**config.mk**
```make
export PLATFORM = sky130hd
export DESIGN_NAME = pipe_stall_ctrl_flat
export DESIGN_NICKNAME = d
export VERILOG_FILES = /design/src/rtl/pipe_stall_ctrl_if.sv /design/src/rtl/pipe_stall_ctrl.sv /design/src/flat_wrapper.sv
export SDC_FILE = /design/constraint.sdc
export NUM_CORES = 1
export LEC_CHECK = 0
export ABC_AREA = 1
export CORE_MARGIN = 8
export CORE_UTILIZATION = 41
export CTS_BUF_LIST = sky130_fd_sc_hd__clkbuf_4
export CTS_CLUSTER_DIAMETER = 60
export DETAILED_ROUTE_END_ITERATION = 8
export HOLD_SLACK_MARGIN = 0.05
export PLACE_DENSITY_LB_ADDON = 0.3
export SYNTH_ARGS = -nofsm -noshare
export SYNTH_HDL_FRONTEND = slang
export SYNTH_SLANG_ARGS = --single-unit
```
**constraint.sdc**
```tcl
create_clock -name clk -period 1.59 [get_ports clk]
set_input_delay 0.318 -clock clk [delete_from_list [all_inputs] [get_ports clk]]
set_output_delay 0.318 -clock clk [all_outputs]
set_load 0.01 [all_outputs]
```
**src/rtl/pipe_stall_ctrl_if.sv**
```systemverilog
// Stall controller bundle: stage requests in, stall vector and
// multi-cycle status out.
interface pipe_stall_ctrl_if #(
    parameter int CNT_W = 6
);
    logic             stallreq_id;
    logic             stallreq_ex;
    logic             stallreq_mem;
    logic             ex_mc_start;
    logic [CNT_W-1:0] ex_mc_len;
    logic             flush;
    logic [5:0]       stall;
    logic             mc_busy;
    logic             mc_done;
    logic [CNT_W-1:0] mc_cnt;

    modport master (
        output stallreq_id,
        output stallreq_ex,
        output stallreq_mem,
        output ex_mc_start,
        output ex_mc_len,
        output flush,
        input  stall,
        input  mc_busy,
        input  mc_done,
        input  mc_cnt
    );

    modport slave (
        input  stallreq_id,
        input  stallreq_ex,
        input  stallreq_mem,
        input  ex_mc_start,
        input  ex_mc_len,
        input  flush,
        output stall,
        output mc_busy,
        output mc_done,
        output mc_cnt
    );
endinterface

```
**src/rtl/pipe_stall_ctrl.sv**
```systemverilog
// Central stall controller: merges stage stall requests and
// sequences multi-cycle EX operations with a countdown FSM.
module pipe_stall_ctrl #(
    parameter int CNT_W = 6
) (
    input  logic              clk,
    input  logic              rst_n,
    pipe_stall_ctrl_if.slave  bus
);

    typedef enum logic {
        IDLE,
        RUN
    } state_t;

    localparam logic [5:0] STALL_NONE = 6'b000000;
    localparam logic [5:0] STALL_MEM  = 6'b011111;
    localparam logic [5:0] STALL_EX   = 6'b001111;
    localparam logic [5:0] STALL_ID   = 6'b000111;

    state_t           state_q;
    state_t           state_d;
    logic [CNT_W-1:0] cnt_q;
    logic [CNT_W-1:0] cnt_d;
    logic             ex_hold;
    logic             done;
    logic             cnt_zero;
    logic [CNT_W-1:0] len_m1;

    logic             sel_flush;
    logic             sel_mem;
    logic             sel_ex;
    logic             sel_id;
    logic [5:0]       stall_v;

    // A zero length behaves like a single-cycle op.
    assign cnt_zero = (cnt_q == '0);
    assign len_m1   = (bus.ex_mc_len == '0) ? '0
                    : bus.ex_mc_len - 1'b1;

    // State and countdown register.
    always_ff @(posedge clk or negedge rst_n) begin
        if (!rst_n) begin
            state_q <= IDLE;
            cnt_q   <= '0;
        end else begin
            state_q <= state_d;
            cnt_q   <= cnt_d;
        end
    end

    // Next state, counter and EX hold/done decode.
    always_comb begin
        state_d = state_q;
        cnt_d   = cnt_q;
        ex_hold = 1'b0;
        done    = 1'b0;
        if (bus.flush) begin
            state_d = IDLE;
            cnt_d   = '0;
        end else begin
            unique case (state_q)
                IDLE: begin
                    if (bus.ex_mc_start && !bus.stallreq_mem) begin
                        ex_hold = 1'b1;
                        cnt_d   = len_m1;
                        state_d = RUN;
                    end
                end
                RUN: begin
                    if (!cnt_zero) begin
                        ex_hold = 1'b1;
                    end
                    if (!bus.stallreq_mem) begin
                        if (!cnt_zero) begin
                            cnt_d = cnt_q - 1'b1;
                        end else begin
                            done    = 1'b1;
                            state_d = IDLE;
                        end
                    end
                end
                default: begin
                    state_d = IDLE;
                    cnt_d   = '0;
                end
            endcase
        end
    end

    // One-hot priority selects so the vector decode is exclusive.
    assign sel_flush = bus.flush;
    assign sel_mem   = !bus.flush && bus.stallreq_mem;
    assign sel_ex    = !bus.flush && !bus.stallreq_mem
                    && (bus.stallreq_ex || ex_hold);
    assign sel_id    = !bus.flush && !bus.stallreq_mem
                    && !bus.stallreq_ex && !ex_hold
                    && bus.stallreq_id;

    // Stall vector: flush > mem > ex/hold > id.
    always_comb begin
        stall_v = STALL_NONE;
        unique case (1'b1)
            sel_flush: stall_v = STALL_NONE;
            sel_mem:   stall_v = STALL_MEM;
            sel_ex:    stall_v = STALL_EX;
            sel_id:    stall_v = STALL_ID;
            default:   stall_v = STALL_NONE;
        endcase
    end

    assign bus.stall   = stall_v;
    assign bus.mc_busy = (state_q == RUN);
    assign bus.mc_done = done;
    assign bus.mc_cnt  = cnt_q;

endmodule
```
**src/flat_wrapper.sv**
```systemverilog
// flat-port wrapper written by rule: the top's interface ports become plain ports
module pipe_stall_ctrl_flat 
#(
    parameter int CNT_W = 6
)
  (clk, rst_n, bus_stallreq_id, bus_stallreq_ex, bus_stallreq_mem, bus_ex_mc_start, bus_ex_mc_len, bus_flush, bus_stall, bus_mc_busy, bus_mc_done, bus_mc_cnt);
  pipe_stall_ctrl_if #(.CNT_W(CNT_W)) bus_i ();
  input  logic clk;
  input  logic rst_n;
  input wire logic [$bits(bus_i.stallreq_id)-1:0] bus_stallreq_id;
  input wire logic [$bits(bus_i.stallreq_ex)-1:0] bus_stallreq_ex;
  input wire logic [$bits(bus_i.stallreq_mem)-1:0] bus_stallreq_mem;
  input wire logic [$bits(bus_i.ex_mc_start)-1:0] bus_ex_mc_start;
  input wire logic [$bits(bus_i.ex_mc_len)-1:0] bus_ex_mc_len;
  input wire logic [$bits(bus_i.flush)-1:0] bus_flush;
  output wire logic [$bits(bus_i.stall)-1:0] bus_stall;
  output wire logic [$bits(bus_i.mc_busy)-1:0] bus_mc_busy;
  output wire logic [$bits(bus_i.mc_done)-1:0] bus_mc_done;
  output wire logic [$bits(bus_i.mc_cnt)-1:0] bus_mc_cnt;
  assign bus_i.stallreq_id = bus_stallreq_id;
  assign bus_i.stallreq_ex = bus_stallreq_ex;
  assign bus_i.stallreq_mem = bus_stallreq_mem;
  assign bus_i.ex_mc_start = bus_ex_mc_start;
  assign bus_i.ex_mc_len = bus_ex_mc_len;
  assign bus_i.flush = bus_flush;
  assign bus_stall = bus_i.stall;
  assign bus_mc_busy = bus_i.mc_busy;
  assign bus_mc_done = bus_i.mc_done;
  assign bus_mc_cnt = bus_i.mc_cnt;
  pipe_stall_ctrl #(.CNT_W(CNT_W)) u_core (.clk(clk), .rst_n(rst_n), .bus(bus_i));
endmodule
```
# Word level (Yosys, flattened, before mapping)
# Cells that the tools add are included.
dict set report totals {
  out_inout_bits 14
  register_bits 7
}
dict set report classes {
  bitwise 1
  reduce_logical 15
  n_eq_ne 3
  n_addsub 2
  muxes 18
}
# cell n
set ops {}
lappend ops {{2-to-1 mux 6 bit} 5}
lappend ops {{one-hot mux 5 bit (3 select lines)} 1}
lappend ops {{logical NOT 6 bit} 2}
lappend ops {{one-hot mux 6 bit (2 select lines)} 1}
lappend ops {{subtractor 6 x 1 -> 6 bit (second input constant)} 2}
lappend ops {{2-to-1 mux 1 bit} 9}
lappend ops {{logical AND 1 bit} 7}
lappend ops {{inequality test 3 bit (second input constant)} 2}
lappend ops {{logical NOT 1 bit} 4}
lappend ops {{one-hot mux 1 bit (2 select lines)} 2}
lappend ops {{inequality test 3 x 2 -> 1 bit (second input constant)} 1}
lappend ops {{AND reduction 3 bit} 1}
lappend ops {{logical OR 1 bit} 1}
lappend ops {{inverter 1 bit} 1}

# Logic depth before layout (Yosys ltp)
dict set report depth {
  word_depth 9
  mapped_depth 10
  depth_no_buf 10
}

# Worst setup path before layout
# No wires, ideal clock.
dict set report synth_timing {
  path_kind {register to output}
  from {register u_core.cnt_q[0] (netlist: u_core.bus.mc_cnt[0])}
  to {output bus_stall[1]}
  required_time_ps 1272
  stages_incl_launch_ff 9
  path_buffers 1
  slack_ps -165
  t_arrival_ps 1437
  path_cell_list {dfrtp_1 > inv_1 > ha_1 > nand3_2 > a21boi_1 > nand2_1 > o21ai_1 > inv_1 > buf_4}
}
dict set report synth_between {
  elab_chain_cells 8
  word_cells_on_any_way 10
  cone_classes {mux: 4; reduce/logical: 6}
}
# item line
set synth_lines {}
lappend synth_lines {{start, declared} pipe_stall_ctrl.sv:23} ;# logic [CNT_W-1:0] cnt_q;
lappend synth_lines {{start signal, assigned} pipe_stall_ctrl.sv:48} ;# cnt_q <= cnt_d;
lappend synth_lines {{logical NOT 6 bit (*)} pipe_stall_ctrl.sv:37} ;# assign cnt_zero = (cnt_q == '0);
lappend synth_lines {{2-to-1 mux 1 bit (*)} pipe_stall_ctrl.sv:71} ;# if (!cnt_zero) begin
lappend synth_lines {{one-hot mux 1 bit (2 select lines) (*)} pipe_stall_ctrl.sv:62} ;# unique case (state_q)
lappend synth_lines {{2-to-1 mux 1 bit (*)} pipe_stall_ctrl.sv:58} ;# if (bus.flush) begin
lappend synth_lines {{logical NOT 1 bit} pipe_stall_ctrl.sv:97} ;# && !bus.stallreq_ex && !ex_hold
lappend synth_lines {{logical AND 1 bit} pipe_stall_ctrl.sv:97}
lappend synth_lines {{logical AND 1 bit} pipe_stall_ctrl.sv:98} ;# && bus.stallreq_id;
lappend synth_lines {{one-hot mux 5 bit (3 select lines) (*)} pipe_stall_ctrl.sv:103} ;# unique case (1'b1)
lappend synth_lines {{end, declared} flat_wrapper.sv:16} ;# output wire logic [$bits(bus_i.stall)-1:0] bus_stall;
# Every way passes the cells marked *; elsewhere a longest branch is shown, timed or not.

# Final worst setup path
# Same ends and word-level chain as after synthesis.

==> results.yml <==
outcome:
  outcome: "finished, violations left"
  failing_checks: "negative setup slack"
logic_synthesis:
  synth.lib_cells_used.distinct: 23
  yosysSeqAreaShare_pct: 23.5
  syn_avg_cell_area_sq_um: 6.22
  mux_cell_area_share_after_synthesis_pct: 0
  post_synth_instance_area_sq_um: 747
  yosys.area_share.adder_pct: 5.03
  synth_warnings: 0
  synth_seq_cells: 7
  synth_top_family_by_area: "simple AND/OR/NAND/NOR gates"
  yosys.area_share.simple_pct: 49.9
  syn_inst: 120
  synth_xor_area_share_pct: 1.17
  net_count_of_the_mapped_netlist: 136
  synth_compound_area_share_pct: 7.04
critical_path:
  worstReg2RegEnd: "u_core.bus.mc_cnt[0]"
  worst-endpoint-arrival_ns: 1.46
  timing_worst_setup_path_type: "register to output port"
  worstSetupEndpoint: "bus_stall[1]"
  timing.critical_path.required_ns: 1.27
  worst-r2r-cell-count: 9
  worst-r2r-setup-slack_ns: 0.26
  startpoint_type: "register"
  timing.critical_path.fanout_max: 3
  end_kind: "output port"
  critical_path.reg2reg.startpoint: "u_core.bus.mc_cnt[0]"
  crit_start: "u_core.bus.mc_cnt[0]"
clocking:
  htree_num_levels: 1
  cts-buffers-inserted: 3
  cts.root.buffer_cell: "clkbuf_4"
  cts_tree: "done"
  cts-hold-fix-buffers: 0
  clock_latency_on_the_worst_skew_pair_ns: 0.25
  cts_num_sinks: 7
  clk_pin_slew_worst_paths_ns: 0.05
  ctsLongestPathBuffers: 2
power:
  p_total_mw: 0.931
  pwr-share-clk_pct: 18.5
  combinational_group_share_of_total_power_pct: 57.1
  vdd.ir_drop.worst_mv: 0.899
  static-leakage-power_nw: 0.699
  internal-power_mw: 0.581
  power_frac_seq_pct: 24.4
  pwr_density_cell_nw_per_um2: 762
  p_sw_mw: 0.350
  power_switching_share_pct: 37.6
run:
  drv_cap: 0
route:
  detailroute.via_count: 926
  detailedRoute.firstPassIterationCount: 4
  post_route_antenna_net_violation_count: 0
  detail_route.wl_per_cell_um: 11.4
  detailed_route_drc_error_count: 0
  detailedRoute.firstIterationViolations: 14
  wl_mm: 2.20
  post_drt_via_cell_ratio: 4.77
timing:
  final_period_demand_of_the_worst_path_ns: 1.78
  timing.final.ws_setup_ns: -0.188
  final_hold_viols: 0
  finClkSkew_ns: 0.00297
  total_of_endpoints_with_negative_setup_slack_in_the_final_report: 5
  rsz0062_at_grt: "true"
  period_share_pct: 112
  final-max-slew-violation-count: 0
  finalSetupTns_ns: -0.730
  max_freq_mhz: 562
final_layout:
  growth_of_design_area_from_synthesis_to_finish_pct: 63.7
  insertedDiodeCount: 0
  design_area_sq_um: 1220
  drive_gt1_share_pct: 29.6
  register_area_sq_um: 175
  design.final.nets: 186
  multi_input_area_sq_um: 515
  layout.cells.most_common: "nand2_1"
  fillerInstances: 154
  layout_common_cells: "nand2_1, buf_4, nand3_1"
global_route:
  global_route_wire_length_before_repair_mm: 3.74
  global_route.usage.met3_pct: 4.57
  globalRoute.totalOverflow: 0
  antenna_found_initial: 0
  grt_busiest_layer: "met2"
  grt_max_degree: 8
  grtUsageTotal_pct: 13.7
  first_global_vias: 937
  grt.met2_usage_pct: 25.7
  use_met1_pct: 13.5
floorplan:
  rows: 15
  pin_count: 27
  dieHeight_um: 58.7
  die_width_um: 58.7
  core-area_sq_um: 1730
  initial_core_util_pct: 43.3
  die_area_sq_um: 3440
placement:
  placed_area_sq_um: 1190
  post-dp-hpwl_mm: 1.85
  buffer_ports.inserted: 25
  gpl.final_weighted_congestion: 0.843
hold_path:
  timing.hold.worst.class: "input pin to async pin"
[kinds of logic (layout without fill, tap and decap cells)]
kind of cell,after synthesis,after routing
simple gates,76,76
buf+inv,22,71
compound gates,10,10
flops,7,7
fa+ha+maj,3,3
other cells,1,1
xor+xnor,1,1
[how the worst min path moves through the flow]
stage	end	slack (ns)	cells after the start
finish	u_core.bus.mc_cnt[2]	0.33	1
detailed placement	u_core.bus.mc_cnt[1]	0.58	3
CTS	u_core.bus.mc_cnt[2]	0.32	1
global placement	u_core.bus.mc_cnt[5]	0.58	3
floorplan	u_core.bus.mc_busy	0.02	0
global route	u_core.bus.mc_cnt[2]	0.35	1
[routing by layer]
layer	wire, um	up-vias
li1	-	475
met1	882	413
met2	1140	30
met3	124	8
met4	57	0
met5	0	-
[through the flow]
| step | hold WS, ns | util, % | setup WS (ns) | std cells |
|---|---|---|---|---|
| after floorplan | 0.0224 | - | -0.0609 | 120 |
| after global placement | 0.579 | 68.7 | -0.551 | 188 |
| after detailed placement | 0.582 | 68.7 | -0.589 | 188 |
| after CTS | 0.323 | 69.9 | -0.207 | 194 |
| after global routing | 0.347 | 70.8 | -0.283 | 194 |
| final | 0.328 | 70.8 | -0.188 | 194 |
[state kept, by name (all words and copies together) (netlist names)]
| signal | flops |
|---|---|
| u_core.bus.mc_cnt | 6 |
| u_core.bus.mc_busy | 1 |
[area by class of cell]
class,instances,area share (%)
well taps,25,2.56
multi-input cells,91,42.2
repair buffers,48,32.4
flip-flops and latches,7,14.3
inverters,19,6.04
clock buffers,4,2.46
[Yosys cell counts]
| cell type | count | share of area, % |
|---|---|---|
| conb_1 | 1 | 0.50 |
| nor3_1 | 2 | 1.3 |
| a21oi_1 | 3 | 2.0 |
| nand2_4 | 1 | 1.5 |
| nor2_4 | 1 | 1.5 |
| xor2_1 | 1 | 1.2 |
| nand3_2 | 1 | 1.3 |
| ha_1 | 3 | 5.0 |
| nand2_1 | 36 | 18 |
| nand2_2 | 2 | 1.7 |
| nand3_1 | 15 | 10 |
| inv_2 | 1 | 0.50 |
| o21ai_1 | 1 | 0.67 |
| nand3_4 | 2 | 4.7 |
| a21boi_1 | 1 | 1.0 |
| o21ai_0 | 5 | 3.3 |
| nand3b_1 | 2 | 2.0 |
| inv_1 | 17 | 8.5 |
| inv_4 | 1 | 0.84 |
| nand4_1 | 2 | 1.7 |
| nor2_1 | 12 | 6.0 |
| dfrtp_1 | 7 | 23 |
| buf_4 | 3 | 3.0 |
[worst max-delay path, cell delays in order, from the launching register on]
cell	delay [ns]
dfrtp_1	0.39
inv_2	0.08
ha_4	0.15
nand3_4	0.08
a21boi_2	0.12
nand2_1	0.08
o21ai_1	0.12
inv_1	0.07
buf_2	0.14
[power by group through the flow]
| stage | logic [mW] | registers, mW | clock network [mW] |
|---|---|---|---|
| floorplan | 0.244 | 0.257 | 0 |
| global placement | 0.521 | 0.226 | 0 |
| detailed placement | 0.533 | 0.227 | 0 |
| CTS | 0.530 | 0.224 | 0.185 |
| global route | 0.588 | 0.229 | 0.188 |
| finish | 0.532 | 0.227 | 0.172 |
[what timing repair did]
| action | 4_1_cts | 5_1_grt |
|---|---|---|
| endpoints found under the setup margin | 11 | 8 |
| resized for setup | 33 | 6 |
| setup buffers | 2 | 0 |
| endpoints found under the hold margin | 0 | 0 |
| pin swaps | 4 | 2 |
Power figures use the tool's default switching activity.
